**src/rtl/nmea_coord_decoder.sv**
```systemverilog
// nmea_coord_decoder: serial ASCII-to-fixed-point decoder for NMEA lat/lon
// fields. One character is consumed per clock from a snapshot of the parser
// outputs; the results come out in units of 10^-FRAC_DIGITS arc-minutes.
module nmea_coord_decoder #(
    parameter int unsigned FRAC_DIGITS = 4,
    parameter int unsigned OUT_W       = 32
) (
    input  logic                    clk,
    input  logic                    rst,
    input  logic                    lat_ready,
    input  logic                    lon_ready,
    input  logic                    sign_lat,
    input  logic                    sign_lon,
    input  logic [7:0]              lat_len,
    input  logic [7:0]              lon_len,
    input  logic [127:0]            lat_vec,
    input  logic [127:0]            lon_vec,
    output logic signed [OUT_W-1:0] lat_val,
    output logic signed [OUT_W-1:0] lon_val,
    output logic                    coord_valid,
    output logic                    err_lat,
    output logic                    err_lon,
    output logic                    busy
);

    localparam int unsigned MAG_W = 40;

    // 10^e for e in 0..5
    function automatic logic [MAG_W-1:0] pow10(input int unsigned e);
        logic [MAG_W-1:0] p;
        p = MAG_W'(1);
        for (int unsigned i = 0; i < 5; i++) begin
            if (i < e) p = p * MAG_W'(10);
        end
        return p;
    endfunction

    localparam logic [MAG_W-1:0] SCALE   = pow10(FRAC_DIGITS);
    localparam logic [MAG_W-1:0] LAT_LIM = MAG_W'(90 * 60) * SCALE;
    localparam logic [MAG_W-1:0] LON_LIM = MAG_W'(180 * 60) * SCALE;

    typedef enum logic [2:0] {
        IDLE,
        LAT_SCAN,
        LAT_FIN,
        LON_SCAN,
        LON_FIN,
        PUBLISH
    } state_t;

    state_t state, next_state;

    // lon_ready carries no information beyond lat_ready
    logic unused_ok;
    assign unused_ok = lon_ready;

    logic [3:0]       cnt;
    logic [127:0]     lat_vec_r, lon_vec_r;
    logic [7:0]       lat_len_r, lon_len_r;
    logic             sign_lat_r, sign_lon_r;
    logic [15:0]      deg;
    logic [3:0]       mh, ml;
    logic [4:0]       predot_cnt;
    logic [16:0]      frac;
    logic [2:0]       frac_cnt;
    logic             dot_seen;
    logic             bad;
    logic [OUT_W-1:0] lat_res, lon_res;
    logic             lat_bad, lon_bad;

    logic             is_lat_side;
    logic [127:0]     cur_vec;
    logic [7:0]       cur_len;
    logic             cur_sign;
    logic [7:0]       ch;
    logic             in_range;
    logic             is_digit;
    logic [6:0]       mm;
    logic [MAG_W-1:0] mag;
    logic [OUT_W-1:0] mag_o;
    logic             fin_bad;
    logic [OUT_W-1:0] fin_val;

    assign busy = (state != IDLE);

    // state register
    always_ff @(posedge clk or posedge rst) begin
        if (rst) state <= IDLE;
        else     state <= next_state;
    end

    // next-state sequencing: fixed 16-char scans with one finish cycle each
    always_comb begin
        next_state = state;
        case (state)
            IDLE:     if (lat_ready) next_state = LAT_SCAN;
            LAT_SCAN: if (cnt == 4'd15) next_state = LAT_FIN;
            LAT_FIN:  next_state = LON_SCAN;
            LON_SCAN: if (cnt == 4'd15) next_state = LON_FIN;
            LON_FIN:  next_state = PUBLISH;
            PUBLISH:  next_state = IDLE;
            default:  next_state = IDLE;
        endcase
    end

    // current character decode and field finish arithmetic
    always_comb begin
        is_lat_side = (state == LAT_SCAN) || (state == LAT_FIN);
        cur_vec     = is_lat_side ? lat_vec_r : lon_vec_r;
        cur_len     = is_lat_side ? lat_len_r : lon_len_r;
        cur_sign    = is_lat_side ? sign_lat_r : sign_lon_r;
        ch          = cur_vec[{cnt, 3'b000} +: 8];
        in_range    = {4'b0000, cnt} < cur_len;
        is_digit    = (ch >= 8'h30) && (ch <= 8'h39);
        mm          = 7'(mh) * 7'd10 + 7'(ml);
        mag         = MAG_W'(deg) * MAG_W'(60) * SCALE
                    + MAG_W'(mm) * SCALE
                    + MAG_W'(frac) * pow10(FRAC_DIGITS - 32'(frac_cnt));
        mag_o       = OUT_W'(mag);
        fin_bad     = bad
                    || (cur_len == 8'd0) || (cur_len > 8'd16)
                    || (predot_cnt != (is_lat_side ? 5'd4 : 5'd5))
                    || (mm >= 7'd60)
                    || (mag > (is_lat_side ? LAT_LIM : LON_LIM));
        fin_val     = '0;
        if (!fin_bad) fin_val = cur_sign ? -mag_o : mag_o;
    end

    // snapshot, digit accumulation, per-field results and publish
    always_ff @(posedge clk or posedge rst) begin
        if (rst) begin
            cnt         <= '0;
            lat_vec_r   <= '0;
            lon_vec_r   <= '0;
            lat_len_r   <= '0;
            lon_len_r   <= '0;
            sign_lat_r  <= 1'b0;
            sign_lon_r  <= 1'b0;
            deg         <= '0;
            mh          <= '0;
            ml          <= '0;
            predot_cnt  <= '0;
            frac        <= '0;
            frac_cnt    <= '0;
            dot_seen    <= 1'b0;
            bad         <= 1'b0;
            lat_res     <= '0;
            lon_res     <= '0;
            lat_bad     <= 1'b0;
            lon_bad     <= 1'b0;
            lat_val     <= '0;
            lon_val     <= '0;
            err_lat     <= 1'b0;
            err_lon     <= 1'b0;
            coord_valid <= 1'b0;
        end else begin
            coord_valid <= 1'b0;
            case (state)
                IDLE: begin
                    if (lat_ready) begin
                        lat_vec_r  <= lat_vec;
                        lon_vec_r  <= lon_vec;
                        lat_len_r  <= lat_len;
                        lon_len_r  <= lon_len;
                        sign_lat_r <= sign_lat;
                        sign_lon_r <= sign_lon;
                        cnt        <= '0;
                        deg        <= '0;
                        mh         <= '0;
                        ml         <= '0;
                        predot_cnt <= '0;
                        frac       <= '0;
                        frac_cnt   <= '0;
                        dot_seen   <= 1'b0;
                        bad        <= 1'b0;
                    end
                end
                LAT_SCAN, LON_SCAN: begin
                    // deg/mh/ml form a shift pipeline so the last two pre-dot
                    // digits land in mh:ml without a divide by 100
                    if (in_range) begin
                        if (is_digit) begin
                            if (!dot_seen) begin
                                deg        <= deg * 16'd10 + {12'b0, mh};
                                mh         <= ml;
                                ml         <= ch[3:0];
                                predot_cnt <= predot_cnt + 5'd1;
                            end else if (frac_cnt < 3'(FRAC_DIGITS)) begin
                                frac     <= frac * 17'd10 + {13'b0, ch[3:0]};
                                frac_cnt <= frac_cnt + 3'd1;
                            end
                        end else if (ch == 8'h2E) begin
                            if (dot_seen) bad <= 1'b1;
                            else          dot_seen <= 1'b1;
                        end else begin
                            bad <= 1'b1;
                        end
                    end
                    cnt <= cnt + 4'd1;
                end
                LAT_FIN, LON_FIN: begin
                    if (state == LAT_FIN) begin
                        lat_res <= fin_val;
                        lat_bad <= fin_bad;
                    end else begin
                        lon_res <= fin_val;
                        lon_bad <= fin_bad;
                    end
                    cnt        <= '0;
                    deg        <= '0;
                    mh         <= '0;
                    ml         <= '0;
                    predot_cnt <= '0;
                    frac       <= '0;
                    frac_cnt   <= '0;
                    dot_seen   <= 1'b0;
                    bad        <= 1'b0;
                end
                PUBLISH: begin
                    lat_val     <= lat_res;
                    lon_val     <= lon_res;
                    err_lat     <= lat_bad;
                    err_lon     <= lon_bad;
                    coord_valid <= 1'b1;
                end
                default: ;
            endcase
        end
    end

endmodule

```
**config.mk**
```make
export PLATFORM = sky130hd
export DESIGN_NAME = nmea_coord_decoder
export DESIGN_NICKNAME = d
export VERILOG_FILES = /design/src/rtl/nmea_coord_decoder.sv
export SDC_FILE = /design/constraint.sdc
export NUM_CORES = 2
export LEC_CHECK = 0
export CORE_MARGIN = 3
export CORE_UTILIZATION = 60
export DETAILED_ROUTE_END_ITERATION = 10
export PLACE_DENSITY_LB_ADDON = 0.08
export SLEW_MARGIN = 5
export SYNTH_ARGS = -nofsm -noshare
export SYNTH_HDL_FRONTEND = slang
export SYNTH_SLANG_ARGS = --single-unit
```
**constraint.sdc**
```tcl
create_clock -name clk -period 19.5 [get_ports clk]
set_clock_uncertainty 0.1 [all_clocks]
set_input_delay 1.95 -clock clk [delete_from_list [all_inputs] [get_ports clk]]
set_output_delay 1.95 -clock clk [all_outputs]
set_load 0.02 [all_outputs]
```
# --- Yosys cells after proc, flatten, opt, wreduce, memory -nomap -nowiden ---
# Index checks and enable logic that the tools add are counted.
totals:
  ff_bits: 465
  latch_bits: 0
  ram_bits: 0
  rom_bits: 0
  in_bits: 278
  mem_count: 0
op_classes:
  addsub: 10
  mul: 11
  div_mod_pow: 0
  order_cmp: 12
  n_eq_ne: 19
  n_shift: 1
  n_mux: 59
  n_bitwise: 1
  n_reduce_logical: 22
op_table:
  columns: ["op", "count"]
  rows:
  - ["multiplier 40 x 3 -> 39 bit, second input constant", 4]
  - ["two-way mux 40 bit", 4]
  - ["two-way mux 128 bit", 1]
  - ["variable part select 128 x 8 -> 8 bit", 1]
  - ["two-way mux 17 bit", 5]
  - ["less-than comparator 1 x 32 -> 1 bit, first input constant", 2]
  - ["less-than comparator 2 x 32 -> 1 bit, first input constant", 2]
  - ["two-way mux 16 bit", 4]
  - ["two-way mux 32 bit", 2]
  - ["case mux 17 bit (3 select lines)", 1]
  - ["case mux 16 bit (3 select lines)", 1]
  - ["adder 37 x 40 -> 40 bit", 1]
  - ["greater-than comparator 40 x 27 -> 1 bit", 1]
  - ["multiplier 17 x 40 -> 40 bit", 1]
  - ["adder 36 x 21 -> 37 bit", 1]
  - ["case mux 4 bit (3 select lines)", 3]
  - ["less-than comparator 3 x 32 -> 1 bit, first input constant", 1]
  - ["two-way mux 4 bit", 8]
  - ["negator 32 bit", 1]
  - ["multiplier 20 x 10 -> 30 bit, second input constant", 1]
  - ["two-way mux 27 bit", 1]
  - ["two-way mux 3 bit", 8]
  - ["multiplier 16 x 4 -> 20 bit, second input constant", 1]
  - ["two-way mux 5 bit", 4]
  - ["other kinds (42)", 76]

# --- Depth between registers and ports, before layout ---
depth:
  word_depth: 16
  mapped_depth: 64

# --- Worst setup path before layout ---
# OpenSTA, ideal clock, no wires.
synth_path:
  path_type: "register -> register"
  startpoint: "reg frac_cnt[1]"
  endpoint: "reg lon_res[19]"
  t_arrival_ns: 13.042
  required_time_ns: 19.265
  slack_ns: 6.223
  path_stages_with_launch: 63
  n_path_buf: 9
  synth_period_minus_slack_ns: 13.277
  path_cell_list: "dfrtp_1 -> buf_2 -> inv_1 -> ha_1 -> or2_1 -> clkbuf_1 -> nand2_1 -> clkbuf_1 -> nand2b_1 -> inv_1 -> ha_1 -> inv_1 -> o21ai_0 -> clkbuf_1 -> ha_1 -> ha_1 -> a31o_2 -> o21ai_1 -> [... 27 more ...] -> clkbuf_1 -> o2111ai_1 -> a41o_1 -> nand4b_1 -> mux2i_1 -> or3_1 -> buf_2 -> ha_1 -> and3_1 -> nand3_1 -> a211oi_1 -> nor4b_1 -> o311a_1 -> nor2_1 -> o2111ai_1 -> buf_2 -> buf_2 -> o31ai_1"
synth_between:
  elab_chain_cells: 16
synth_rtl:
  columns: ["item", "line", "source"]
  rows:
  - ["from (decl)", "65", "logic [2:0] frac_cnt;"]
  - ["from (signal assigned)", "190", "frac_cnt <= frac_cnt + 3'd1;"]
  - ["subtractor 3 x 3 -> 4 bit *", "118", "+ MAG_W'(frac) * pow10(FRAC_DIGITS - 32'(frac_cnt));"]
  - ["less-than comparator 1 x 32 -> 1 bit", "33", "if (i < e) p = p * MAG_W'(10);"]
  - ["two-way mux 4 bit", "33", null]
  - ["multiplier 40 x 3 -> 39 bit", "33", null]
  - ["two-way mux 40 bit", "33", null]
  - ["multiplier 40 x 3 -> 39 bit", "33", null]
  - ["two-way mux 40 bit", "33", null]
  - ["multiplier 40 x 3 -> 39 bit", "33", null]
  - ["two-way mux 40 bit", "33", null]
  - ["multiplier 40 x 3 -> 39 bit", "33", null]
  - ["two-way mux 40 bit *", "33", null]
  - ["multiplier 17 x 40 -> 40 bit *", "118", null]
  - ["adder 37 x 40 -> 40 bit *", "118", null]
  - ["negator 32 bit / greater-than comparator 40 x 27 -> 1 bit (equally long branches)", "126, 124", null]
  - ["two-way mux 32 bit / logical OR 1 bit (equally long branches)", "126, 124", null]
  - ["two-way mux 32 bit *", "126", "if (!fin_bad) fin_val = cur_sign ? -mag_o : mag_o;"]
  - ["to (signal assigned)", "206", "lon_res <= fin_val;"]
  - ["to (decl)", "68", "logic [OUT_W-1:0] lat_res, lon_res;"]
# Mark *: on every way between the ends. The rest lies on a longest branch, timed or not.
# A chain may end at the register's enable or synchronous reset.

# --- Final worst setup path ---
layout_path:
  startpoint: "reg frac_cnt[1]"
  endpoint: "reg lon_res[10]"
# The elaborated chain is that of the path after synthesis.

==> results.md <==
- The data required time at the worst endpoint is 19,840 ps.
- Among cell families on the critical path, the largest total delay comes from compound AO/OA/AOI/OAI gates.
- Among all flip-flop cells after synthesis, the most frequent one is dfrtp_1.
- Once detailed placement completed, the half-perimeter wirelength came to 83.5 mm.
- Counting the buffers created by CTS gives 50.
- The clock period could shrink to 15,730 ps.
- The number of hold violations in the final report is 0.
- The CTS clock-pin slew for the worst setup and hold paths is 80 ps.
- The area of the core region is 70,300 um^2.
- The number of gates resized after CTS is 0.
- The final weighted congestion of routability-driven global placement is 0.930.
- The sequential element share of the synthesized area is 0.273.
- The number of nets handed over by synthesis was 5,329.
- Derived from the worst setup path, the maximum achievable clock frequency is 63.6 MHz.
- The maximum single-stage delay on the critical path is 790 ps.
- The start point of the critical path is frac_cnt[1].
- Ranked by total cell area, the synthesized netlist is headed by dfrtp_1, fa_1, ha_1.
- The pre-antenna-repair detailed-routing pass consisted of 6 iterations.
- The maximum number of buffers from clock root to sink is 3.
- The largest net degree at the start of global routing is 180.
- The width of the chip is 273 um.
- During I/O placement, the number of pins put on the boundary was 346.
- The relative max-transition margin is 0.173.
- The number of nets at the end of the flow is 5,565.
- The startpoint of the lowest-slack register-to-register path is frac_cnt[1].
- Of the post-synthesis cell area, the dominant cell type holds 0.273.
- The number of global-route vias before repair came to 32,700.
- The number of nets still failing antenna checks after routing is 0.
- The startpoint of the most critical hold path is lat_res[12].
- After detailed routing, the number of vias per cell comes to 5.69.
- The final max-slew violation count is 0.
- The total wire length after detailed routing is 107 mm.
- Global routing finished with a remaining overflow of 0.
- The startpoint-to-endpoint class of the critical path is reg -> reg.
- Counting every sink on the clock net gives 465.
- The overall track demand over capacity in global routing is 0.295.
- The number of instances in the synthesized netlist is 4,282.
- The floorplan has 97 rows.
- The final route contains 31,300 vias.
- The initial core utilization is 0.607.
- The routed length per instance is 19.5 um.
- The count of input and output buffers is 344.
- Max-cap violations in this run came to 0.
- The count of H-tree levels built during CTS is 2.
- The die outline area is 74,400 um^2.
- Counting flops with an async set or reset pin after synthesis yields a share of 1.00.
- The biggest area contributor in the post-synthesis netlist is dfrtp_1.
- The number of cells on the critical path is 55.
- STA puts the critical path data arrival time at 16,070 ps.
- The synthesized design contains 0 enable-type register cells.
- The yosys synthesis warning count is 0.
- For the pin with the worst max-slew slack, the measured transition is 1240 ps.
- The number of antenna violations at the first check in global routing is 6.
- After routing, the total negative slack on setup checks comes to 0 ps.
- Compared with the post-synthesis result, the final layout area differs by 13.8%.
- The iteration-0 DRC count of the detailed router is 2,022.
- The number of hold buffers added after CTS was 0.
- The post-synthesis cell type count is 94.
- The post-detailed-route DRC marker count is 0.
- The count of cells along the worst hold path is 2.
- The final period utilization is 0.807.
- The layout cell share with drive strength beyond 1 is 0.110.
- The run finished with clean final reports.
- The die outline height is 273 um.
- In this run the worst path has a maximum fanout of 56.
- The first global-routing pass estimated 175 mm of wire.
- After synthesis the cells add up to 42,700 um^2.
- Together, buffers and inverters on the worst path number 10.
- The worst register-to-register path has a setup slack of 3770 ps.
- The total of endpoints with negative setup slack in the final report is 0.
- The clock insertion delay at the later pin of the skew report is 590 ps.
- The number of setup buffers added after CTS is 0.
- The slowest stage cell on the critical path is a21oi_2.
- The CTS tree is done.
- The mean area per synthesized cell is 9.97 um^2.
- The critical path startpoint category is a flip-flop.
- STA classifies the critical path endpoint as a flip-flop.
- Setup repair after global routing left no endpoint under its margin.
- The cell at the root of the clock tree is clkbuf_16.
- The flip-flop and latch count after synthesis is 465.
- The logic depth of the worst register-to-register path is 55.
- The classification of the worst-slack hold path is reg -> reg.
sequential cells by signal, indices dropped and copies added, names as in the netlist, 3 cells and up:
signal,flops
frac,17
lat_res,32
state,3
lon_res,32
frac_cnt,3
cnt,4
lon_vec_r,128
lon_val,32
mh,4
ml,4
lat_vec_r,128
lon_len_r,8
deg,16
predot_cnt,5
lat_len_r,8
lat_val,32
layer usage:
metal	wire length [um]	track usage	vias up
met3	7320	0.0598	153
met1	43000	0.372	15600
met4	2480	0.0740	8
met2	54200	0.521	820
met5	46	0	-
li1	-	-	14700
synth_stat cells, drive strengths merged (22+ instances only):
library cell,instances
clkbuf,158
mux4,59
a211oi,23
mux2i,22
a21o,44
nor3,43
nand3,80
fa,392
inv,645
o31ai,41
nand4,24
and2,152
a22o,32
a21oi,126
and3,35
nand2,542
o21ai,126
buf,38
nor2,136
mux2,287
ha,377
xnor2,89
xor2,63
dfrtp,465
stage by stage:
step	utilization	instance area, um^2	setup slack, ps	std cells	hold WS, ps
after floorplan	-	42700	4480	4282	339
after global placement	0.667	46900	4260	5406	347
after detailed placement	0.667	46900	3960	5406	355
after CTS	0.691	48600	3850	5495	365
after global routing	0.691	48600	2680	5496	379
final	0.691	48600	3770	5498	362
placed cells by master (no fill, tap or decap), types with 15 or more instances in the layout:
| cell | instances |
|---|---|
| a21oi_1 | 122 |
| nand3_1 | 80 |
| mux2i_1 | 20 |
| ha_1 | 377 |
| xor2_1 | 63 |
| fa_1 | 392 |
| a211oi_1 | 22 |
| o21ai_0 | 116 |
| mux4_2 | 59 |
| clkdlybuf4s50_1 | 344 |
| or3_1 | 21 |
| a22o_1 | 32 |
| clkbuf_16 | 50 |
| nand4_1 | 24 |
| xnor2_1 | 88 |
| and3_1 | 35 |
| o31ai_1 | 41 |
| o21a_1 | 15 |
| inv_1 | 642 |
| o21bai_1 | 17 |
| mux2_2 | 282 |
| nand2_1 | 542 |
| nor2_1 | 134 |
| nor3_1 | 41 |
| and2_1 | 151 |
| dfrtp_1 | 464 |
| nand2b_1 | 16 |
| a21o_1 | 44 |
| buf_4 | 34 |
area by class of cell:
cell class	count	area [um^2]
multi-input combinational	2976	27900
fill	5472	21700
sequential	465	11600
timing repair buffer	380	3740
inverter	645	2430
clock buffer	72	1410
tap	940	1180
clock inverter	17	283
antenna	3	7.51
kinds of logic (layout without fill, tap and decap cells):
family	Yosys count	count (layout)	share of synthesized area
fa+ha+maj	769	769	0.294
buf+inv	841	1114	0.0759
simple gates	1128	1128	0.126
flops	465	465	0.273
xor+xnor	152	152	0.0314
compound gates	559	559	0.0876
mux	368	368	0.113
other cells	0	3	0
tightest hold or removal path: stages, from the launching register on:
cell and delay [ps]:
dfrtp_1 340, nand2_1 50, nand2_1 50
final timing paths:
| check | endpoint |
|---|---|
| min in group asynchronous | lat_vec_r[42] |
| max in group asynchronous | lat_res[18] |
| worst min register to register | lat_val[12] |
| worst min-delay path | lat_val[12] |
| worst max-delay path | lon_res[10] |
| worst max register to register | lon_res[10] |
Power is left out: the tool's default activity adds up to more than one toggle a clock period on the data nets, which glitch-free logic cannot reach.
